--- config.mk ---
export PLATFORM = sky130hd
export DESIGN_NAME = pipe_ctrl_unit
export DESIGN_NICKNAME = d
export VERILOG_FILES = /design/src/rtl/pipe_ctrl_pkg.sv /design/src/rtl/pipe_ctrl_unit_ctrl_decode.sv /design/src/rtl/pipe_ctrl_unit.sv
export SDC_FILE = /design/constraint.sdc
export NUM_CORES = 1
export LEC_CHECK = 0
export CAP_MARGIN = 20
export CORE_MARGIN = 1
export CORE_UTILIZATION = 27
export CTS_CLUSTER_DIAMETER = 100
export DETAILED_ROUTE_END_ITERATION = 8
export GPL_TIMING_DRIVEN = 0
export PLACE_DENSITY_LB_ADDON = 0.25
export SLEW_MARGIN = 20
export SYNTH_ARGS = -nofsm -noshare
export SYNTH_HDL_FRONTEND = slang
export SYNTH_SLANG_ARGS = --single-unit
export TNS_END_PERCENT = 100
--- constraint.sdc ---
create_clock -name clk_i -period 4.6 [get_ports clk_i]
set_input_delay 0.46 -clock clk_i [delete_from_list [all_inputs] [get_ports clk_i]]
set_output_delay 0.46 -clock clk_i [all_outputs]
set_load 0.03 [all_outputs]
--- src/rtl/pipe_ctrl_pkg.sv ---
// Shared types and constants for the pipelined control unit.
// Holds the opcode, ALUOp and select encodings, the control bundle carried down the pipe,
// and the per-stage register payload (control bundle plus destination register).
package pipe_ctrl_pkg;

  localparam int unsigned OP_W    = 7;
  localparam int unsigned REG_AW  = 5;
  localparam int unsigned ALUOP_W = 2;
  localparam int unsigned CNT_W   = 16;

  localparam logic [OP_W-1:0] OP_R      = 7'b0110011;
  localparam logic [OP_W-1:0] OP_I      = 7'b0010011;
  localparam logic [OP_W-1:0] OP_LOAD   = 7'b0000011;
  localparam logic [OP_W-1:0] OP_STORE  = 7'b0100011;
  localparam logic [OP_W-1:0] OP_BRANCH = 7'b1100011;

  localparam logic [ALUOP_W-1:0] ALUOP_ADD = 2'b00;
  localparam logic [ALUOP_W-1:0] ALUOP_BR  = 2'b01;
  localparam logic [ALUOP_W-1:0] ALUOP_R   = 2'b10;

  localparam logic SRC_REG = 1'b0;
  localparam logic SRC_IMM = 1'b1;
  localparam logic WB_ALU  = 1'b0;
  localparam logic WB_MEM  = 1'b1;

  typedef struct packed {
    logic [ALUOP_W-1:0] alu_op;
    logic               alu_src;
    logic               branch;
    logic               mem_read;
    logic               mem_write;
    logic               reg_write;
    logic               mem_to_reg;
  } ctrl_t;

  localparam ctrl_t CTRL_BUBBLE = '0;

  // One pipeline register: control bits and the rd that travels with them.
  typedef struct packed {
    ctrl_t             ctrl;
    logic [REG_AW-1:0] rd;
  } stage_t;

endpackage

--- src/rtl/pipe_ctrl_unit_ctrl_decode.sv ---
// ID-stage opcode decoder (purely combinational).
// Ports: valid_i/op_i in; ctrl_o (control bundle), rs1_used_o, rs2_used_o,
// known_o (opcode belongs to a supported class and valid_i is set) out.
module ctrl_decode
  import pipe_ctrl_pkg::*;
(
  input  logic            valid_i,
  input  logic [OP_W-1:0] op_i,
  output ctrl_t           ctrl_o,
  output logic            rs1_used_o,
  output logic            rs2_used_o,
  output logic            known_o
);

  // Unknown opcodes and empty slots fall through to the all-zero bubble.
  always_comb begin
    ctrl_o     = CTRL_BUBBLE;
    rs1_used_o = 1'b0;
    rs2_used_o = 1'b0;
    known_o    = 1'b0;
    if (valid_i) begin
      case (op_i)
        OP_R: begin
          ctrl_o.alu_op    = ALUOP_R;
          ctrl_o.alu_src   = SRC_REG;
          ctrl_o.reg_write = 1'b1;
          rs1_used_o       = 1'b1;
          rs2_used_o       = 1'b1;
          known_o          = 1'b1;
        end
        OP_I: begin
          ctrl_o.alu_op    = ALUOP_ADD;
          ctrl_o.alu_src   = SRC_IMM;
          ctrl_o.reg_write = 1'b1;
          rs1_used_o       = 1'b1;
          known_o          = 1'b1;
        end
        OP_LOAD: begin
          ctrl_o.alu_op     = ALUOP_ADD;
          ctrl_o.alu_src    = SRC_IMM;
          ctrl_o.mem_read   = 1'b1;
          ctrl_o.mem_to_reg = WB_MEM;
          ctrl_o.reg_write  = 1'b1;
          rs1_used_o        = 1'b1;
          known_o           = 1'b1;
        end
        OP_STORE: begin
          ctrl_o.alu_op    = ALUOP_ADD;
          ctrl_o.alu_src   = SRC_IMM;
          ctrl_o.mem_write = 1'b1;
          rs1_used_o       = 1'b1;
          rs2_used_o       = 1'b1;
          known_o          = 1'b1;
        end
        OP_BRANCH: begin
          ctrl_o.alu_op  = ALUOP_BR;
          ctrl_o.alu_src = SRC_REG;
          ctrl_o.branch  = 1'b1;
          rs1_used_o     = 1'b1;
          rs2_used_o     = 1'b1;
          known_o        = 1'b1;
        end
        default: begin
          ctrl_o.mem_to_reg = WB_ALU;
        end
      endcase
    end
  end

endmodule

--- src/rtl/pipe_ctrl_unit.sv ---
// Pipelined control unit: decodes the ID opcode, carries control through ID/EX, EX/MEM
// and MEM/WB, detects load-use hazards and taken-branch flushes, and honours hold_i.
// Ports: clk_i, rst_i (sync, active-low); ID inputs valid_i/op_i/rs1_i/rs2_i/rd_i;
// branch_taken_i, hold_i; stall_o/flush_o (combinational); ex_*, mem_*, wb_* stage controls.
// Optional macro PIPE_CTRL_PERF_EN adds saturating stall_cnt_o / flush_cnt_o counters.
module pipe_ctrl_unit
  import pipe_ctrl_pkg::*;
(
  input  logic               clk_i,
  input  logic               rst_i,
  input  logic               valid_i,
  input  logic [OP_W-1:0]    op_i,
  input  logic [REG_AW-1:0]  rs1_i,
  input  logic [REG_AW-1:0]  rs2_i,
  input  logic [REG_AW-1:0]  rd_i,
  input  logic               branch_taken_i,
  input  logic               hold_i,
  output logic               stall_o,
  output logic               flush_o,
  output logic [ALUOP_W-1:0] ex_alu_op_o,
  output logic               ex_alu_src_o,
  output logic               ex_branch_o,
  output logic [REG_AW-1:0]  ex_rd_o,
  output logic               mem_read_o,
  output logic               mem_write_o,
  output logic [REG_AW-1:0]  mem_rd_o,
  output logic               wb_reg_write_o,
  output logic               wb_mem_to_reg_o,
  output logic [REG_AW-1:0]  wb_rd_o
`ifdef PIPE_CTRL_PERF_EN
  ,
  output logic [CNT_W-1:0]   stall_cnt_o,
  output logic [CNT_W-1:0]   flush_cnt_o
`endif
);

  ctrl_t  dec_ctrl;
  logic   rs1_used, rs2_used, dec_known;
  stage_t id_ex_q, ex_mem_q, mem_wb_q;
  stage_t id_ex_d;
  logic   load_use, flush, stall;

  ctrl_decode u_decode (
    .valid_i    (valid_i),
    .op_i       (op_i),
    .ctrl_o     (dec_ctrl),
    .rs1_used_o (rs1_used),
    .rs2_used_o (rs2_used),
    .known_o    (dec_known)
  );

  // Hazard detection; a taken branch wins over load-use, hold masks the flush.
  always_comb begin
    load_use = 1'b0;
    flush    = 1'b0;
    stall    = 1'b0;
    id_ex_d  = '0;
    load_use = id_ex_q.ctrl.mem_read && (id_ex_q.rd != '0) &&
               ((rs1_used && (rs1_i == id_ex_q.rd)) ||
                (rs2_used && (rs2_i == id_ex_q.rd)));
    flush    = id_ex_q.ctrl.branch && branch_taken_i && !hold_i;
    stall    = hold_i || (load_use && !flush);
    if (dec_known && !flush && !load_use) begin
      id_ex_d.ctrl = dec_ctrl;
      id_ex_d.rd   = rd_i;
    end
  end

  // Pipeline registers: frozen under hold, bubble injected into ID/EX on hazard.
  always_ff @(posedge clk_i) begin
    if (!rst_i) begin
      id_ex_q  <= '0;
      ex_mem_q <= '0;
      mem_wb_q <= '0;
    end else if (!hold_i) begin
      id_ex_q  <= id_ex_d;
      ex_mem_q <= id_ex_q;
      mem_wb_q <= ex_mem_q;
    end
  end

  assign stall_o         = stall;
  assign flush_o         = flush;
  assign ex_alu_op_o     = id_ex_q.ctrl.alu_op;
  assign ex_alu_src_o    = id_ex_q.ctrl.alu_src;
  assign ex_branch_o     = id_ex_q.ctrl.branch;
  assign ex_rd_o         = id_ex_q.rd;
  assign mem_read_o      = ex_mem_q.ctrl.mem_read;
  assign mem_write_o     = ex_mem_q.ctrl.mem_write;
  assign mem_rd_o        = ex_mem_q.rd;
  assign wb_reg_write_o  = mem_wb_q.ctrl.reg_write;
  assign wb_mem_to_reg_o = mem_wb_q.ctrl.mem_to_reg;
  assign wb_rd_o         = mem_wb_q.rd;

`ifdef PIPE_CTRL_PERF_EN
  logic [CNT_W-1:0] stall_cnt_q, flush_cnt_q;

  // Saturating event counters; hold cycles are excluded.
  always_ff @(posedge clk_i) begin
    if (!rst_i) begin
      stall_cnt_q <= '0;
      flush_cnt_q <= '0;
    end else begin
      if (!hold_i && load_use && !flush && (stall_cnt_q != '1))
        stall_cnt_q <= stall_cnt_q + CNT_W'(1);
      if (flush && (flush_cnt_q != '1))
        flush_cnt_q <= flush_cnt_q + CNT_W'(1);
    end
  end

  assign stall_cnt_o = stall_cnt_q;
  assign flush_cnt_o = flush_cnt_q;
`endif

endmodule
==> results of run 1 <==
==> logic make-up after synthesis <==
logic type,after synthesis
multiplexers,15
AO/OA/AOI/OAI,18
XOR/XNOR,10
flip-flops,27
buffers and inverters,17
AND/OR/NAND/NOR,55
==> report_power, final <==
group	internal (mW)	total, mW	switching [mW]
registers	0.234	0.234	0.000466
logic	0.0313	0.0519	0.0206
clock network	0.0607	0.134	0.0737
total	0.326	0.421	0.0948
==> flip-flops by register name, summed over array words and instances (netlist names) <==
register         count
mem_write_o          1
ex_branch_o          1
mem_read_o           1
ex_mem_q             1
id_ex_q              3
mem_rd_o             5
ex_alu_src_o         1
ex_rd_o              5
wb_reg_write_o       1
wb_mem_to_reg_o      1
ex_alu_op_o          2
wb_rd_o              5
==> layout by cell type (no fill, tap or decap), types with 2 or more instances in the layout <==
cell type,instances
mux2i_1,15
xnor2_1,2
buf_4,12
dfxtp_1,27
buf_2,2
clkbuf_1,2
nand3_1,3
clkbuf_8,3
nor2_1,3
clkdlybuf4s50_1,50
nand2_1,24
nor2b_1,16
xor2_1,8
o21ai_2,10
==> critical path: cells and delay by family <==
family                 cells  cell delay (ns)
buffers and inverters      2             1.16
AND/OR/NAND/NOR            2             0.33
AO/OA/AOI/OAI              3             0.74
==> metal layers <==
metal / vias up / wire [um] / part of all wire
li1: 570 / - / -
met1: 485 / 1378 / 0.48
met2: 29 / 1340 / 0.46
met3: 4 / 149 / 0.051
met4: 0 / 27 / 0.0093
met5: - / 0 / 0
==> through the flow <==
step | cells | setup slack (ns) | area (um^2)
3_5_place_dp | 259 | 1.413 | 1963
5_1_grt | 263 | 1.287 | 2009
3_3_place_gp | 259 | 1.415 | 1963
6_report | 263 | 1.438 | 2009
4_1_cts | 263 | 1.410 | 2009
2_1_floorplan | 142 | 2.612 | 1379
==> area by class of cell <==
type / instances / area, um^2
Clock inverter: 1 / 5.005
Multi-Input combinational cell: 98 / 719.4
Sequential cell: 27 / 540.5
Fill cell: 500 / 2808
Tap cell: 67 / 83.83
Timing Repair Buffer: 50 / 500.5
Buffer: 17 / 118.9
Clock buffer: 3 / 41.29
==> path summary, 6_finish.rpt <==
kind	to	slack (ns)	cells after the start
hold / removal	id_ex_q[7]	0.46	2
setup / recovery	stall_o	1.44	7
hold reg to reg	id_ex_q[7]	0.46	2
setup reg to reg	ex_alu_op_o[1]	2.88	6
==> flow_summary.yaml, run 1 <==
critical_path:
  timing.rr.start: "ex_rd_o[0]"
  endpoint_kind: "output port"
  critPathMaxStageDelay_ns: 0.66
  cp_max_fo: 6
  worstPathRequired_ns: 4.14
  cpMostUsedCell: "clkdlybuf4s50_1"
  worstSetupPathType: "in2out"
  crit_slowest_cell: "clkdlybuf4s50_1"
  path_cells: "clkdlybuf4s50_1 -> nand2b_4 -> a2111oi_4 -> nand3_2 -> a21oi_2 -> a21o_1 -> clkdlybuf4s50_1"
  startpoint: "op_i[4]"
  critPathLaunchType: "input port"
  worstPathArrival_ns: 2.70
finish:
  fin_nets: 224
  areaGrowthSynthToFinish_pct: 45.74
  post-route-util: 0.4171
  drive_gt1_frac: 0.1888
  antenna_cells: 0
synth:
  yosys.area_share.simple: 0.2241
  ys_warn_count: 0
  ys_seq_area_frac: 0.3920
  ys_ff_latch: 27
  muxShareOfSynthArea: 0.1089
  synth_top_family_by_area: "simple AND/OR/NAND/NOR gates"
  yosys.area.top_type: "dfxtp_1"
  async_flop_share: 0
  synth_cell_types: 30
  synth_ff_type: "dfxtp_1"
  synth_area_per_cell_um2: 9.710
  synthXorXnorAreaFrac: 0.06352
  synthAdderAreaFrac: 0
  yosysMostFrequentCell: "dfxtp_1"
  synth-edff-count: 0
  synth_nets: 169
  netlist.area_leader.share: 0.3920
  synth_common_cells: "dfxtp_1 (27), nand2_1 (24), nor2b_1 (16)"
  synth.area.top_cells: "dfxtp_1 (39%), mux2i_1 (11%), nor2b_1 (7.3%), buf_4 (6.5%), nand2_1 (6.5%)"
  syn_inst: 142
  synth_compound_area_frac: 0.1252
  syn_area_um2: 1379
grt:
  use_met1: 0.1538
  grt_use_total: 0.1180
  met3_usage: 0.03429
  antenna_found_initial: 0
  grt_busiest_layer: "met2"
  overflow: 0
  grt_pass1_wl_um: 4809
  grt_pass1_vias: 1019
  grt_max_degree: 16
  gr-usage-met2: 0.1896
drt:
  wl_per_cell_um: 11.01
  routed_wl_um: 2896
  first_pass_iters: 3
  vias: 1088
  drc: 0
  drtIter0Drc: 14
  viasPerCell: 4.137
  final_antenna_net_count: 0
place:
  portBuffers: 50
  dp_hpwl_um: 2300
  routabilityCongestion: 0.7434
die:
  dieArea_um2: 5396
  ios: 52
  start_util: 0.2862
  die_h_um: 73.46
  rows: 25
  core-area_um2: 4817
  fp.dieW_um: 73.46
clock_network:
  hold_buffers: 0
  root_buffer: "clkbuf_8"
  cts_max_path_buffers: 2
  path_clk_slew_ns: 0.09
  cts_tree: "built"
  cts_made_buffers: 3
  post_cts_buffers: 0
  cts_resized: 0
  cts_htree_levels: 1
  clkSinkCount: 27
  clock_latency_ns: 0.27
sta:
  timing.hold.ws_ns: 0.4587
  fin_crit_sh: 0.6874
  maxSlewHeadroom: 0.7095
  tns_ns: 0
  fmax_mhz: 316.2
  post-route-min-period_ns: 3.162
  slew_viol_final: 0
  hold_viol: 0
  rsz0062_at_grt: "no"
  tightest_slew_ns: 0.4358
  finalSetupViolations: 0
  finClkSkew_ns: 0.003168
power:
  power.total_uw: 420.7
  p_leak_nw: 0.7963
  p_per_area_nw_per_um2: 209.4
  vdd_ir_drop_max_uv: 119.7
hold_path:
  hp-class: "reg2reg"
  hp-start: "id_ex_q[7]"
outcome:
  status: "finished clean"
flow_run:
  cap_violations: 0
Note: power is estimated with default switching activity, not from simulation.
==> run 2, diff against run 1 <==
==> constraint.sdc (replaced) <==
create_clock -name clk_i -period 3 [get_ports clk_i]
set_input_delay 0.3 -clock clk_i [delete_from_list [all_inputs] [get_ports clk_i]]
set_output_delay 0.3 -clock clk_i [all_outputs]
set_load 0.03 [all_outputs]
==> results of run 2 <==
The final DEF is identical to that of run 1. Status: finished clean.
Among the figures that moved: setup slack after placement 1.413 ns -> 0.1335 ns; setup slack after layout 1.438 ns -> 0.1577 ns; register-to-register setup slack 2.88 ns -> 1.28 ns; total power 0.4207 mW -> 0.6451 mW; worst IR drop on VDD 119.7 uV -> 183.5 uV
